### config.mk
export PLATFORM = sky130hd
export DESIGN_NAME = answer_entry
export DESIGN_NICKNAME = d
export VERILOG_FILES = /design/src/rtl/answer_entry.sv
export SDC_FILE = /design/constraint.sdc
export NUM_CORES = 1
export LEC_CHECK = 0
export ABC_CLOCK_PERIOD_IN_PS = 4100
export BUFFER_PORTS_ARGS = -buffer_cell sky130_fd_sc_hd__buf_2
export CORE_ASPECT_RATIO = 1.1
export CORE_MARGIN = 2
export CORE_UTILIZATION = 41
export DETAILED_ROUTE_END_ITERATION = 16
export GPL_TIMING_DRIVEN = 0
export SYNTH_ARGS = -nofsm -noshare
export SYNTH_HDL_FRONTEND = slang
export SYNTH_SLANG_ARGS = --single-unit
### constraint.sdc
create_clock -name CLK -period 4.1 [get_ports CLK]
set_clock_uncertainty 0.05 [all_clocks]
set_input_delay 0.205 -clock CLK [delete_from_list [all_inputs] [get_ports CLK]]
set_output_delay 0.205 -clock CLK [all_outputs]
set_load 0.005 [all_outputs]
### src/rtl/answer_entry.sv
// answer_entry: three-digit answer entry driven by raw buttons; commits digits to the checker.
// Define DEBOUNCE_EN to add a per-button stable-level filter ahead of edge detection.
module answer_entry #(
  parameter logic [19:0] DEBOUNCE_CYCLES = 20'd500000,
  parameter logic [3:0]  MAX_DIGIT       = 4'd9
) (
  input  logic       CLK,
  input  logic       RST,
  input  logic       BTN_SEL,
  input  logic       BTN_INC,
  input  logic       BTN_CLR,
  input  logic       BTN_SUBMIT,
  output logic [3:0] COUNT1_OUT,
  output logic [3:0] COUNT2_OUT,
  output logic [3:0] COUNT3_OUT,
  output logic [3:0] EDIT1,
  output logic [3:0] EDIT2,
  output logic [3:0] EDIT3,
  output logic [1:0] SEL_DIGIT,
  output logic       SUBMIT_PULSE
);
  typedef enum logic [1:0] {IDLE, EDIT, LOCK} state_t;
  state_t          state_q, state_d;
  logic [3:0]      sync1_q, sync2_q, lvl, prev_q, press_q;
  logic [2:0][3:0] edit_q, edit_d, count_q, count_d;
  logic [1:0]      sel_q, sel_d;
  logic            pulse_q, pulse_d;
  // Button bit order: 0 SEL, 1 INC, 2 SUBMIT, 3 CLR (higher bit wins)
  always_ff @(posedge CLK or negedge RST)
    if (!RST) begin
      sync1_q <= '0;
      sync2_q <= '0;
    end else begin
      sync1_q <= {BTN_CLR, BTN_SUBMIT, BTN_INC, BTN_SEL};
      sync2_q <= sync1_q;
    end
`ifdef DEBOUNCE_EN
  logic [19:0] cnt_q [4];
  logic [3:0]  lvl_q;
  always_ff @(posedge CLK or negedge RST)
    if (!RST) begin
      lvl_q <= '0;
      for (int i = 0; i < 4; i++) cnt_q[i] <= '0;
    end else begin
      for (int i = 0; i < 4; i++)
        if (sync2_q[i] == lvl_q[i]) cnt_q[i] <= '0;
        else if (cnt_q[i] == DEBOUNCE_CYCLES - 20'd1) begin
          cnt_q[i] <= '0;
          lvl_q[i] <= sync2_q[i];
        end else cnt_q[i] <= cnt_q[i] + 20'd1;
    end
  assign lvl = lvl_q;
`else
  logic unused_debounce;
  assign unused_debounce = ^DEBOUNCE_CYCLES;
  assign lvl = sync2_q;
`endif
  always_ff @(posedge CLK or negedge RST)
    if (!RST) begin
      prev_q  <= '0;
      press_q <= '0;
    end else begin
      prev_q  <= lvl;
      press_q <= lvl & ~prev_q;
    end
  always_comb begin
    state_d = state_q;
    edit_d  = edit_q;
    sel_d   = sel_q;
    count_d = count_q;
    pulse_d = 1'b0;
    if (press_q[3]) begin
      edit_d  = '0;
      sel_d   = 2'd0;
      state_d = EDIT;
    end else if (press_q[2]) begin
      if (state_q == EDIT && |edit_q) begin
        count_d = edit_q;
        pulse_d = 1'b1;
        state_d = LOCK;
      end
    end else if (press_q[1] && state_q != LOCK) begin
      edit_d[sel_q] = edit_q[sel_q] >= MAX_DIGIT ? 4'd0 : edit_q[sel_q] + 4'd1;
      state_d = EDIT;
    end else if (press_q[0] && state_q != LOCK) begin
      sel_d   = sel_q == 2'd2 ? 2'd0 : sel_q + 2'd1;
      state_d = EDIT;
    end
  end
  always_ff @(posedge CLK or negedge RST)
    if (!RST) begin
      state_q <= IDLE;
      edit_q  <= '0;
      sel_q   <= '0;
      count_q <= '0;
      pulse_q <= 1'b0;
    end else begin
      state_q <= state_d;
      edit_q  <= edit_d;
      sel_q   <= sel_d;
      count_q <= count_d;
      pulse_q <= pulse_d;
    end
  assign {COUNT3_OUT, COUNT2_OUT, COUNT1_OUT} = count_q;
  assign {EDIT3, EDIT2, EDIT1} = edit_q;
  assign SEL_DIGIT    = sel_q;
  assign SUBMIT_PULSE = pulse_q;
endmodule

Word-level counts from Yosys, hierarchy flattened
Cells that the tools add are included.
{"block": "word_totals", "word_cells": 61, "n_memories": 0, "register_bits": 45, "latch_bits": 0, "out_inout_bits": 27, "romBits": 0, "mem_bits_rw": 0}
{"block": "classes", "n_shift": 0, "n_eq_ne": 6, "div_mod_pow": 0, "mux": 22, "add_sub_neg": 2, "n_mul": 0, "reduce_logical": 12, "magnitude_cmp": 3, "bitwise_logic": 3}
{"op": "two-way mux 12 bit", "count": 3}
{"op": "two-way mux 2 bit", "count": 10}
{"op": "bitwise mux 12 bit", "count": 1}
{"op": "two-way mux 4 bit", "count": 3}
{"op": "OR reduction 12 bit", "count": 1}
{"op": "binary-select mux 4 bit (select 2 bit)", "count": 1}
{"op": "demux 4 bit (select 2 bit)", "count": 1}
{"op": "AND reduction 3 bit", "count": 2}
{"op": "adder 4 x 1 -> 4 bit (second input constant)", "count": 1}
{"op": "AND 4 bit", "count": 1}
{"op": "greater-or-equal comparator 4 bit (second input constant)", "count": 1}
{"op": "logical AND 1 bit", "count": 4}
{"op": "inequality test 2 bit (second input constant)", "count": 2}
{"op": "NOT 4 bit", "count": 1}
{"op": "AND reduction 2 bit", "count": 2}
{"op": "nonzero test 2 bit", "count": 2}
{"op": "nonzero test 4 bit", "count": 1}
{"op": "less-than comparator 2 x 3 -> 1 bit (second input constant)", "count": 1}
{"op": "two-way mux 1 bit", "count": 3}
{"op": "inequality test 3 x 1 -> 1 bit (second input constant)", "count": 1}
{"op": "adder 2 x 1 -> 2 bit (second input constant)", "count": 1}
{"op": "== test 2 x 1 -> 1 bit (second input constant)", "count": 1}
{"op": "== test 2 bit (second input constant)", "count": 1}
{"op": "greater-or-equal comparator 2 x 1 -> 1 bit (second input constant)", "count": 1}
{"op": "2 further kinds", "count": 2}

Logic depth before layout (Yosys ltp)
Gate-level depths: netlist of run 1.
{"block": "depth", "word_depth": 8, "ltp_mapped": 10}

Worst setup path after synthesis of run 1
No wires, ideal clock.
{"block": "synth_timing", "kind": "register to register", "from": "reg sel_q[1] (netlist: SEL_DIGIT[1])", "to": "reg edit_q, in the netlist EDIT1[3]", "n_path_buf": 1, "period_less_slack_ns": 2.341, "path_stages_with_launch": 10, "setup_time_ns": 0.096, "arrival_time_ns": 2.195, "slack_ns": 1.759, "path_cell_list": "dfrtp_1 > buf_6 > mux2_2 > a22oi_2 > inv_1 > ha_1 > nand2b_1 > a221oi_4 > nand2b_2 > a311oi_2"}
{"block": "synth_via", "elab_chain_len": 8, "elab_cells_between_ends": 14}
{"element": "from (decl)", "line": "26", "rtl": "logic [1:0] sel_q, sel_d;"}
{"element": "from (signal assigned)", "line": "100", "rtl": "sel_q <= sel_d;"}
{"element": "binary-select mux 4 bit (select 2 bit), or another cell as far along", "line": "83", "rtl": "edit_d[sel_q] = edit_q[sel_q] >= MAX_DIGIT ? 4'd0 : edit_q[sel_q] + 4'd1;"}
{"element": "two-way mux 4 bit (implied by the code) or logical AND 1 bit (tied branches)", "line": "83"}
{"element": "adder 4 x 1 -> 4 bit, or another cell as far along", "line": "83"}
{"element": "two-way mux 4 bit or demux 4 bit (select 2 bit) (tied branches)", "line": "83"}
{"element": "bitwise mux 12 bit *", "line": "83"}
{"element": "two-way mux 12 bit *", "line": "82", "rtl": "end else if (press_q[1] && state_q != LOCK) begin"}
{"element": "two-way mux 12 bit *", "line": "76", "rtl": "end else if (press_q[2]) begin"}
{"element": "two-way mux 12 bit *", "line": "72", "rtl": "if (press_q[3]) begin"}
{"element": "to (signal assigned)", "line": "99", "rtl": "edit_q <= edit_d;"}
{"element": "to (decl)", "line": "25", "rtl": "logic [2:0][3:0] edit_q, edit_d, count_q, count_d;"}
Mark *: on every way between the ends. The rest lies on a longest branch, timed or not. The select of a mux whose other input is x is not followed.
A chain may end at the register's enable or synchronous reset.

Worst setup path after layout of run 1
{"block": "layout_timing", "from": "reg sel_q[1] (netlist: SEL_DIGIT[1])", "to": "reg edit_q, in the netlist EDIT2[3]"}
The elaborated chain is that of the path after synthesis.

==> flow_metrics.py, run 1 <==
metrics = {
    "outcome": {
        "status": "complete, no violations",
    },
    "clock_network": {
        "cts_setup_buffers": 0,
        "clockRootBuffer": "clkbuf_8",
        "cts_tree": "built",
        "cts.sink_count": 45,
        "clock_latency_ns": 0.29,
        "clkSlewWorstSetupHoldPaths_ns": 0.08,
        "cts.path.max_buffers": 2,
        "htreeDepth": 2,
        "numCtsBuffers": 5,
    },
    "floorplan": {
        "fp.dieW_um": 69.8,
        "die_area_um2": 5330,
        "core_area_um2": 4620,
        "fp-row-count": 26,
        "start_util_pct": 42.2,
        "io-pin-count": 33,
        "die_h_um": 76.3,
    },
    "sta": {
        "rsz0062_at_grt": "no",
        "slew_viol_final": 0,
        "max_freq_mhz": 378,
        "final-hold-violation-count": 0,
        "timing.final.ws_setup_ns": 1.45,
        "fin_tns_setup_ns": 0,
        "hold_slack_ns": 0.00950,
        "setup_violations": 0,
        "period_minus_slack_ns": 2.65,
        "finalCritPeriodShare_pct": 64.6,
        "slew_headroom_pct": 35.4,
        "worstMarginPinSlew_ns": 0.968,
    },
    "critical_path": {
        "crit_path_max_incr_delay_ns": 0.38,
        "reg2reg_slack_ns": 1.45,
        "path_class": "flip-flop to flip-flop",
        "cp-endpoint": "EDIT2[3]",
        "critical_path_required_ns": 4.24,
        "rr_startpoint": "SEL_DIGIT[1]",
        "worstRegToRegCells": 9,
        "cp.depth": 9,
        "cp-start-kind": "flip-flop",
        "cp_cell_sequence": "buf_6 > mux2_2 > a22oi_2 > inv_1 > ha_1 > nand2b_1 > a221oi_4 > nand2b_2 > a311oi_1",
        "path_max_fanout": 10,
        "crit_path_start": "SEL_DIGIT[1]",
        "arrival_ns": 2.79,
        "critPathTopFamily": "compound AO/OA/AOI/OAI gates",
        "end_kind": "flip-flop",
        "r2r_end": "EDIT2[3]",
        "crit_slowest_cell": "dfrtp_1",
        "worstPathBufferInverterCount": 2,
    },
    "global_route": {
        "grt_max_degree": 46,
        "grt_pass1_vias": 1321,
        "antenna_found_initial": 0,
        "grt_overflow": 0,
        "track_usage_pct": 15.3,
        "grt_pass1_wl_um": 6510,
    },
    "logic_synthesis": {
        "ys_ff_latch": 45,
        "synthesis.nets": 152,
        "synthCells": 143,
        "synth_top_cell_by_area": "dfrtp_1",
        "synth-edff-count": 0,
        "synth_cell_types": 38,
        "synth_top_area_share_pct": 57.7,
        "synth-main-ff-cell": "dfrtp_1",
        "synth.avg_cell_area_um2": 13.6,
        "ys_seq_area_share_pct": 57.7,
        "netlist_area_um2": 1950,
        "synth_area_leaders": "dfrtp_1, mux2_2, nand2b_1, o211ai_1, a311oi_1",
        "async_reset_ff_share_pct": 100,
        "synth_warnings": 0,
    },
    "final_layout": {
        "diodes": 0,
        "multiInputGateArea_um2": 776,
        "final_layout_size_suffix_gt1_share_pct": 37.4,
        "final_cells": 243,
        "final_area_um2": 2340,
        "areaGrowthSynthToFinish_pct": 20.0,
        "num-nets-final": 195,
        "regArea_um2": 1130,
        "n_fill_cell": 425,
        "post-route-util_pct": 50.7,
    },
    "pwr": {
        "p_total_mw": 1.23,
        "ir_drop_mv": 0.244,
        "power.density_nw_per_um2": 526,
        "leakage_nw": 1.10,
    },
    "routing": {
        "drt-pass1-iter-count": 4,
        "routed_via_density": 5.32,
        "drt.antenna.violating_nets": 0,
        "wl_per_cell_um": 15.3,
        "vias": 1292,
        "route.detailed.drc": 0,
        "drtIter0Drc": 56,
        "wl_um": 3710,
    },
    "place": {
        "finalWeightedCongestion": 0.862,
        "dp_hpwl_um": 2600,
        "place_inst": 231,
        "place_worst_setup_slack_ns": 1.51,
        "io_buffers": 32,
        "place_area_um2": 2180,
    },
    "run": {
        "cap_violations": 0,
    },
    "min_path": {
        "hold_class": "input pin to asynchronous set/reset pin",
    },
}
[layout make-up]
cell class | count | area share (%)
Clock buffer | 6 | 3.53
Inverter | 5 | 0.802
Multi-Input combinational cell | 89 | 33.1
Tap cell | 56 | 2.99
Clock inverter | 2 | 1.60
Sequential cell | 45 | 48.1
Buffer | 4 | 1.28
Timing Repair Buffer | 36 | 8.55
[report_power, final]
group	leakage (nW)	internal, mW	switching [mW]
registers	0.583	0.509	0.0577
clock network	0.0574	0.198	0.148
logic	0.457	0.158	0.161
total	1.10	0.865	0.367
[worst register-to-register path, cell delays in order, from the launching register on]
cell and delay, ns:
dfrtp_1 0.38, buf_6 0.17, mux2_2 0.35, a22oi_2 0.32, inv_1 0.11, ha_1 0.21, nand2b_1 0.17, a221oi_4 0.35
nand2b_2 0.14, a311oi_1 0.31
[kinds of logic after synthesis]
group                    after synthesis  synth area share (%)
AND/OR/NAND/NOR                       40                  15.0
AO/OA/AOI/OAI                         29                  13.0
adder cells (fa/ha/maj)                3                  1.92
flip-flops                            45                  57.7
multiplexers                          17                  9.88
buffers and inverters                  9                  2.50
[routing by layer]
layer,up-vias,wire length (um),share of wire (%),global-route usage (%)
li1,618,-,-,-
met1,644,1630,44,19.6
met2,26,1880,51,24.9
met3,4,136,3.7,3.04
met4,0,65,1.8,7.50
met5,-,0,0,0
[sequential cells by signal, summed over array words and instances, names as in the netlist, 4 cells and up]
signal / flops
sync1_q: 4
EDIT2: 4
press_q: 4
EDIT3: 4
COUNT3_OUT: 4
prev_q: 4
EDIT1: 4
COUNT2_OUT: 4
COUNT1_OUT: 4
lvl: 4
[worst min-delay path by stage]
stage          startpoint            end  slack, ns  cells after the start
5_1_grt               RST  COUNT3_OUT[1]        0.1                      1
3_5_place_dp      BTN_SEL     sync1_q[0]       0.26                      1
4_1_cts               RST  COUNT2_OUT[2]       0.06                      1
3_3_place_gp      BTN_INC     sync1_q[1]       0.26                      1
6_report              RST  COUNT2_OUT[2]      0.009                      1
2_1_floorplan         RST  COUNT1_OUT[0]      -0.14                      0
[what timing repair did]
action / 4_1_cts / 5_1_grt
setup endpoints to repair: 0 / 0
endpoints found under the hold margin: 4 / 0
gates resized for setup: 0 / 0
hold buffers: 4 / 0
[synth_stat cells (all sizes together) (3+ instances only)]
cell and n:
mux2 15, dfrtp 45, nor2b 7, ha 3, a311oi 6, nor2 9
nand2b 10, buf 3, nor4 5, a22oi 4, o211ai 7, inv 5
a21oi 7
[cells in the final DEF (no fill, tap or decap), types with 2 or more instances in the layout]
master / synthesis / final
o211ai_1: 7 / 7
a22o_1: 2 / 2
a21oi_1: 7 / 7
dlygate4sd3_1: 0 / 4
dfrtp_1: 45 / 45
a311oi_1: 5 / 5
nor2b_1: 6 / 6
inv_1: 4 / 4
clkbuf_8: 0 / 6
a22oi_1: 2 / 2
mux2i_1: 2 / 2
mux2_2: 14 / 14
nor4_1: 3 / 3
nand2b_1: 9 / 9
buf_4: 2 / 2
buf_2: 0 / 32
nor2_1: 9 / 9
ha_1: 3 / 3
(Power assumes the default switching activity.)
==> inputs of run 2 (changes only) <==
Settings changed: ABC_AREA set to 1, ABC_CLOCK_PERIOD_IN_PS 4100 to 2400.
Clock period 4.1 ns to 2.4 ns, I/O delays scaled along.
==> run 2 against run 1 <==
Compared with the run above:
- flip-flop and latch count did not move
- area after synthesis fell by 3.0%
- largest power group unchanged
- non-clock buffer count rose by 1
- routed wire length rose by 0.49%
- via count rose by 15%
- utilization rose by 2.0 points
- critical endpoint is now EDIT2[0]
- first-iteration DRC count rose by 63%
==> flow_metrics.py, run 2 <==
metrics = {
    "final_layout": {
        "final_common_cell": "nand2_1",
        "n_fill_cell": 429,
        "regArea_um2": 1130,
        "final_cell_mix": "nand2_1, dfrtp_1, buf_2, nand3_1, nor2_1",
        "areaGrowthSynthToFinish_pct": 21.9,
        "final_layout_size_suffix_gt1_share_pct": 23.3,
        "multiInputGateArea_um2": 678,
        "diodes": 0,
        "num-nets-final": 265,
        "final_cells": 311,
    },
    "global_route": {
        "antenna_found_initial": 0,
        "grt_pass1_vias": 1318,
        "track_usage_pct": 16.1,
        "grt_pass1_wl_um": 6040,
        "grt_overflow": 0,
        "grt_max_degree": 46,
    },
    "logic_synthesis": {
        "synthCells": 212,
        "ys_seq_area_share_pct": 59.5,
        "synth-main-ff-cell": "dfrtp_1",
        "async_reset_ff_share_pct": 100,
        "synthesis.nets": 221,
        "netlist_area_um2": 1890,
        "synth_top_cell_by_area": "dfrtp_1",
        "synth_commonest_cells": "nand2_1, dfrtp_1, nand3_1",
        "synth_warnings": 0,
        "synth-edff-count": 0,
        "yosysMostFrequentCell": "nand2_1",
        "synth_top_area_share_pct": 59.5,
        "synth_area_leaders": "dfrtp_1, nand2_1, nand3_1, nor2_1, inv_1",
        "synth.avg_cell_area_um2": 8.93,
        "ys_ff_latch": 45,
        "synth_cell_types": 20,
    },
    "critical_path": {
        "crit_top_cell": "nand2_1",
        "rr_startpoint": "SEL_DIGIT[0]",
        "reg2reg_slack_ns": 0.41,
        "critical_path_required_ns": 2.59,
        "path_class": "flip-flop to flip-flop",
        "cp_cell_sequence": "nor2_2 > nand2_1 > nand3_1 > inv_1 > ha_1 > inv_1 > nand2_1 > o21ai_2 > buf_6 > nand3_1 > nand2_1",
        "worstRegToRegCells": 11,
        "path_max_fanout": 10,
        "arrival_ns": 2.17,
        "end_kind": "flip-flop",
        "crit_slowest_cell": "dfrtp_1",
        "crit_path_max_incr_delay_ns": 0.48,
        "cp-start-kind": "flip-flop",
        "critPathTopFamily": "simple AND/OR/NAND/NOR gates",
        "r2r_end": "EDIT2[0]",
        "worstPathBufferInverterCount": 3,
    },
    "outcome": {
        "status": "complete, no violations",
    },
    "min_path": {
        "hold_class": "flip-flop to flip-flop",
        "whs_endpoint": "lvl[2]",
        "hold_depth": 0,
        "hold_start": "sync1_q[2]",
    },
    "routing": {
        "drt.antenna.violating_nets": 0,
        "wl_um": 3730,
        "vias": 1483,
        "route.detailed.drc": 0,
        "drt-pass1-iter-count": 4,
        "wl_per_cell_um": 12.0,
        "routed_via_density": 4.77,
        "drtIter0Drc": 91,
    },
    "clock_network": {
        "cts.path.max_buffers": 2,
        "cts.sink_count": 45,
        "clock_latency_ns": 0.30,
        "cts_tree": "built",
        "numCtsBuffers": 5,
        "htreeDepth": 2,
        "clockRootBuffer": "clkbuf_8",
        "cts_setup_buffers": 0,
        "clkSlewWorstSetupHoldPaths_ns": 0.09,
    },
    "place": {
        "place_worst_setup_slack_ns": 0.459,
        "io_buffers": 32,
        "place_inst": 298,
        "dp_hpwl_um": 2650,
        "finalWeightedCongestion": 0.860,
    },
    "sta": {
        "worstMarginPinSlew_ns": 0.973,
        "rsz0062_at_grt": "no",
        "period_minus_slack_ns": 1.99,
        "max_freq_mhz": 504,
        "slew_headroom_pct": 35.1,
        "setup_violations": 0,
        "finalCritPeriodShare_pct": 82.7,
        "timing.final.ws_setup_ns": 0.414,
        "final-hold-violation-count": 0,
        "fin_tns_setup_ns": 0,
        "slew_viol_final": 0,
    },
    "pwr": {
        "ir_drop_mv": 0.360,
        "power.density_nw_per_um2": 845,
        "p_total_mw": 1.95,
        "leakage_nw": 1.32,
    },
    "floorplan": {
        "io-pin-count": 33,
        "fp-row-count": 25,
        "start_util_pct": 43.2,
        "die_h_um": 75.3,
        "core_area_um2": 4380,
        "die_area_um2": 5180,
        "fp.dieW_um": 68.8,
    },
    "run": {
        "cap_violations": 0,
    },
}
==> run 2: metal layers <==
metal / vias to the layer above / track usage [%] / share of wire (%)
met3: 6 / 4.04 / 5.0
met4: 0 / 5.23 / 1.4
li1: 756 / - / -
met2: 44 / 24.9 / 46
met1: 677 / 22.3 / 48
met5: - / 0 / 0
==> run 2: timing repair <==
action | in CTS | in global routing
hold endpoints to repair | 49 | 0
hold buffers | 5 | 0
resized for setup | 0 | 0
==> run 2: cells by family after synthesis <==
logic type | share of synthesized area (%)
flops | 59.5
compound gates | 2.31
simple gates | 31.5
fa+ha+maj | 1.98
buf+inv | 4.69
==> run 2: worst max-delay path by stage <==
stage	startpoint	to	slack, ns	depth (start not counted)
3_5_place_dp	SEL_DIGIT[0]	EDIT2[3]	0.46	11
6_report	SEL_DIGIT[0]	EDIT2[0]	0.41	11
5_1_grt	SEL_DIGIT[0]	EDIT2[3]	0.24	11
2_1_floorplan	SEL_DIGIT[0]	EDIT1[2]	0.68	11
3_3_place_gp	SEL_DIGIT[0]	EDIT2[3]	0.46	11
4_1_cts	SEL_DIGIT[0]	EDIT2[0]	0.41	11
==> run 2: final cells by class <==
type                            count  area share, %
Buffer                              4           1.25
Multi-Input combinational cell    147           29.4
Inverter                           16           2.60
Clock inverter                      3           2.98
Tap cell                           54           2.93
Clock buffer                        5           2.98
Sequential cell                    45           48.8
Timing Repair Buffer               37           9.11
==> run 2: worst register-to-register path, stage by stage (launching register included) <==
cell     delay (ns)
dfrtp_1        0.48
nor2_2         0.30
nand2_1        0.08
nand3_1        0.13
inv_1          0.08
ha_1           0.19
inv_1          0.05
nand2_1        0.05
o21ai_2        0.20
buf_6          0.16
nand3_1        0.09
nand2_1        0.08
==> run 2: report_power, final <==
part           switching (mW)  total (mW)  internal [mW]
registers              0.0787       0.913          0.834
logic                   0.224       0.357          0.133
clock network           0.262       0.681          0.419
==> run 2: stage by stage <==
stage | utilization, % | hold slack [ns] | instance area (um2)
5_1_grt | 52.7 | 0.314 | 2310
6_report | 52.7 | 0.302 | 2310
3_3_place_gp | 48.4 | 0.178 | 2120
2_1_floorplan | - | -0.226 | 1890
3_5_place_dp | 48.4 | 0.179 | 2120
4_1_cts | 52.7 | 0.305 | 2310
==> inputs of run 3 (changes only) <==
Settings changed: ABC_CLOCK_PERIOD_IN_PS 2400 to 1600.
Clock period 2.4 ns to 1.6 ns, I/O delays scaled along.
==> run 3 against run 2 <==
Compared with the run above:
- critical path type unchanged
- flip-flop and latch count unchanged
- critical path depth unchanged
- the run now ends with setup timing left
- final cell count up 3.5%
- design area up 7.0%
==> flow_metrics.py, run 3 (synthesized netlist as in run 2, its figures left out) <==
metrics = {
    "outcome": {
        "status": "finished, violations left",
        "violations": "setup timing",
    },
    "floorplan": {
        "die_h_um": 75.3,
        "fp.dieW_um": 68.8,
        "fp-row-count": 25,
        "core_area_um2": 4380,
        "io-pin-count": 33,
        "die_area_um2": 5180,
        "start_util_pct": 43.2,
    },
    "routing": {
        "drt.antenna.violating_nets": 0,
        "route.detailed.drc": 0,
        "routed_via_density": 4.72,
        "vias": 1521,
        "drtIter0Drc": 110,
        "wl_um": 3930,
        "wl_per_cell_um": 12.2,
        "drt-pass1-iter-count": 4,
    },
    "final_layout": {
        "num-nets-final": 276,
        "final_common_cell": "nand2_1",
        "final_layout_size_suffix_gt1_share_pct": 35.1,
        "diodes": 0,
        "post-route-util_pct": 56.4,
        "n_fill_cell": 413,
        "multiInputGateArea_um2": 788,
        "final_cell_mix": "nand2_1, dfrtp_1, buf_2, nand3_2, nor2_1",
        "areaGrowthSynthToFinish_pct": 30.5,
        "regArea_um2": 1130,
    },
    "clock_network": {
        "clkSlewWorstSetupHoldPaths_ns": 0.09,
        "clock_latency_ns": 0.30,
        "cts.sink_count": 45,
        "cts_tree": "built",
        "cts.path.max_buffers": 2,
        "htreeDepth": 2,
        "clockRootBuffer": "clkbuf_8",
        "numCtsBuffers": 5,
    },
    "critical_path": {
        "worstPathBufferInverterCount": 3,
        "rr_startpoint": "SEL_DIGIT[1]",
        "crit_path_start": "SEL_DIGIT[1]",
        "crit_slowest_cell": "dfrtp_2",
        "end_kind": "flip-flop",
        "path_max_fanout": 6,
        "arrival_ns": 1.90,
        "critPathTopFamily": "simple AND/OR/NAND/NOR gates",
        "cp_cell_sequence": "nor2_4 > nand2_1 > nand3_2 > inv_2 > ha_4 > inv_2 > nand2_2 > o21ai_4 > buf_6 > nand3_2 > nand2_1",
        "path_class": "flip-flop to flip-flop",
        "critical_path_required_ns": 1.79,
        "crit_path_max_incr_delay_ns": 0.48,
        "cp-start-kind": "flip-flop",
    },
    "global_route": {
        "grt_pass1_vias": 1450,
        "grt_max_degree": 46,
        "antenna_found_initial": 0,
        "grt_pass1_wl_um": 6610,
        "grt_overflow": 0,
        "track_usage_pct": 17.4,
    },
    "min_path": {
        "hold_start": "sync1_q[2]",
        "hold_class": "flip-flop to flip-flop",
    },
    "pwr": {
        "ir_drop_mv": 0.659,
        "power.density_nw_per_um2": 1150,
        "leakage_nw": 1.36,
    },
    "sta": {
        "hold_slack_ns": 0.303,
        "finalCritPeriodShare_pct": 107,
        "period_minus_slack_ns": 1.71,
        "final-hold-violation-count": 0,
        "setup_violations": 12,
        "rsz0062_at_grt": "yes",
        "slew_viol_final": 0,
        "fin_tns_setup_ns": -1.17,
        "worstMarginPinSlew_ns": 0.959,
        "timing.final.ws_setup_ns": -0.110,
        "slew_headroom_pct": 36.1,
        "max_freq_mhz": 585,
    },
    "place": {
        "finalWeightedCongestion": 0.845,
        "dp_hpwl_um": 2690,
        "io_buffers": 32,
    },
    "run": {
        "cap_violations": 0,
    },
}
[run 3: cell types whose count changed in the layout (fill, tap and decap cells not counted), sizes merged]
cell	delta
clkinv	+1
clkinvlp	+1
bufinv	-2
buf	+11
[run 3: final cells by class]
type / instances / share of cell area (%)
Inverter: 16 / 2.53
Clock inverter: 3 / 1.01
Buffer: 4 / 1.17
Clock buffer: 5 / 2.79
Multi-Input combinational cell: 147 / 31.9
Sequential cell: 45 / 45.7
Timing Repair Buffer: 48 / 12.2
Tap cell: 54 / 2.74
[run 3: power by group]
group	switching [mW]	internal, mW
clock network	0.397	0.315
registers	0.122	1.25
logic	0.421	0.328
[run 3: worst register-to-register path, stage by stage, from the launching register on]
cell and delay [ns]:
dfrtp_2 0.48, nor2_4 0.16, nand2_1 0.08, nand3_2 0.11, inv_2 0.06, ha_4 0.15, inv_2 0.04, nand2_2 0.05
o21ai_4 0.19, buf_6 0.15, nand3_2 0.06, nand2_1 0.07
[run 3: path summary, 6_finish.rpt]
path | to | slack [ns] | depth (start not counted)
setup / recovery | EDIT2[3] | -0.11 | 11
hold reg to reg | lvl[2] | 0.30 | 0
max in group asynchronous | SEL_DIGIT[0] | 0.43 | 2
hold / removal | lvl[2] | 0.30 | 0
setup reg to reg | EDIT2[3] | -0.11 | 11
min in group asynchronous | press_q[2] | 0.42 | 2
[run 3: through the flow]
step                      worst slack [ns]  instances  instance area [um2]  total power [mW]
after floorplan                    0.00191        212                 1930              1.73
after global placement              -0.177        298                 2160              1.93
after detailed placement            -0.177        298                 2160              1.94
after CTS                          -0.0950        318                 2380              2.75
after global routing                -0.229        322                 2470              3.02
final                               -0.110        322                 2470              2.84
[run 3: what timing repair did]
action,4_1_cts,5_1_grt
endpoints found under the setup margin,12,20
resized for setup,8,13
setup buffers,6,4
hold buffers,5,0
gates cloned,1,0
pin swaps,6,16
endpoints found under the hold margin,49,0
[run 3: metal layers]
| layer | vias to the layer above | track usage [%] | share of wire [%] |
|---|---|---|---|
| met5 | - | 0 | 0 |
| met4 | 0 | 6.54 | 1.9 |
| met3 | 9 | 4.04 | 5.6 |
| met2 | 46 | 27.5 | 46 |
| met1 | 693 | 23.3 | 47 |
| li1 | 773 | - | - |
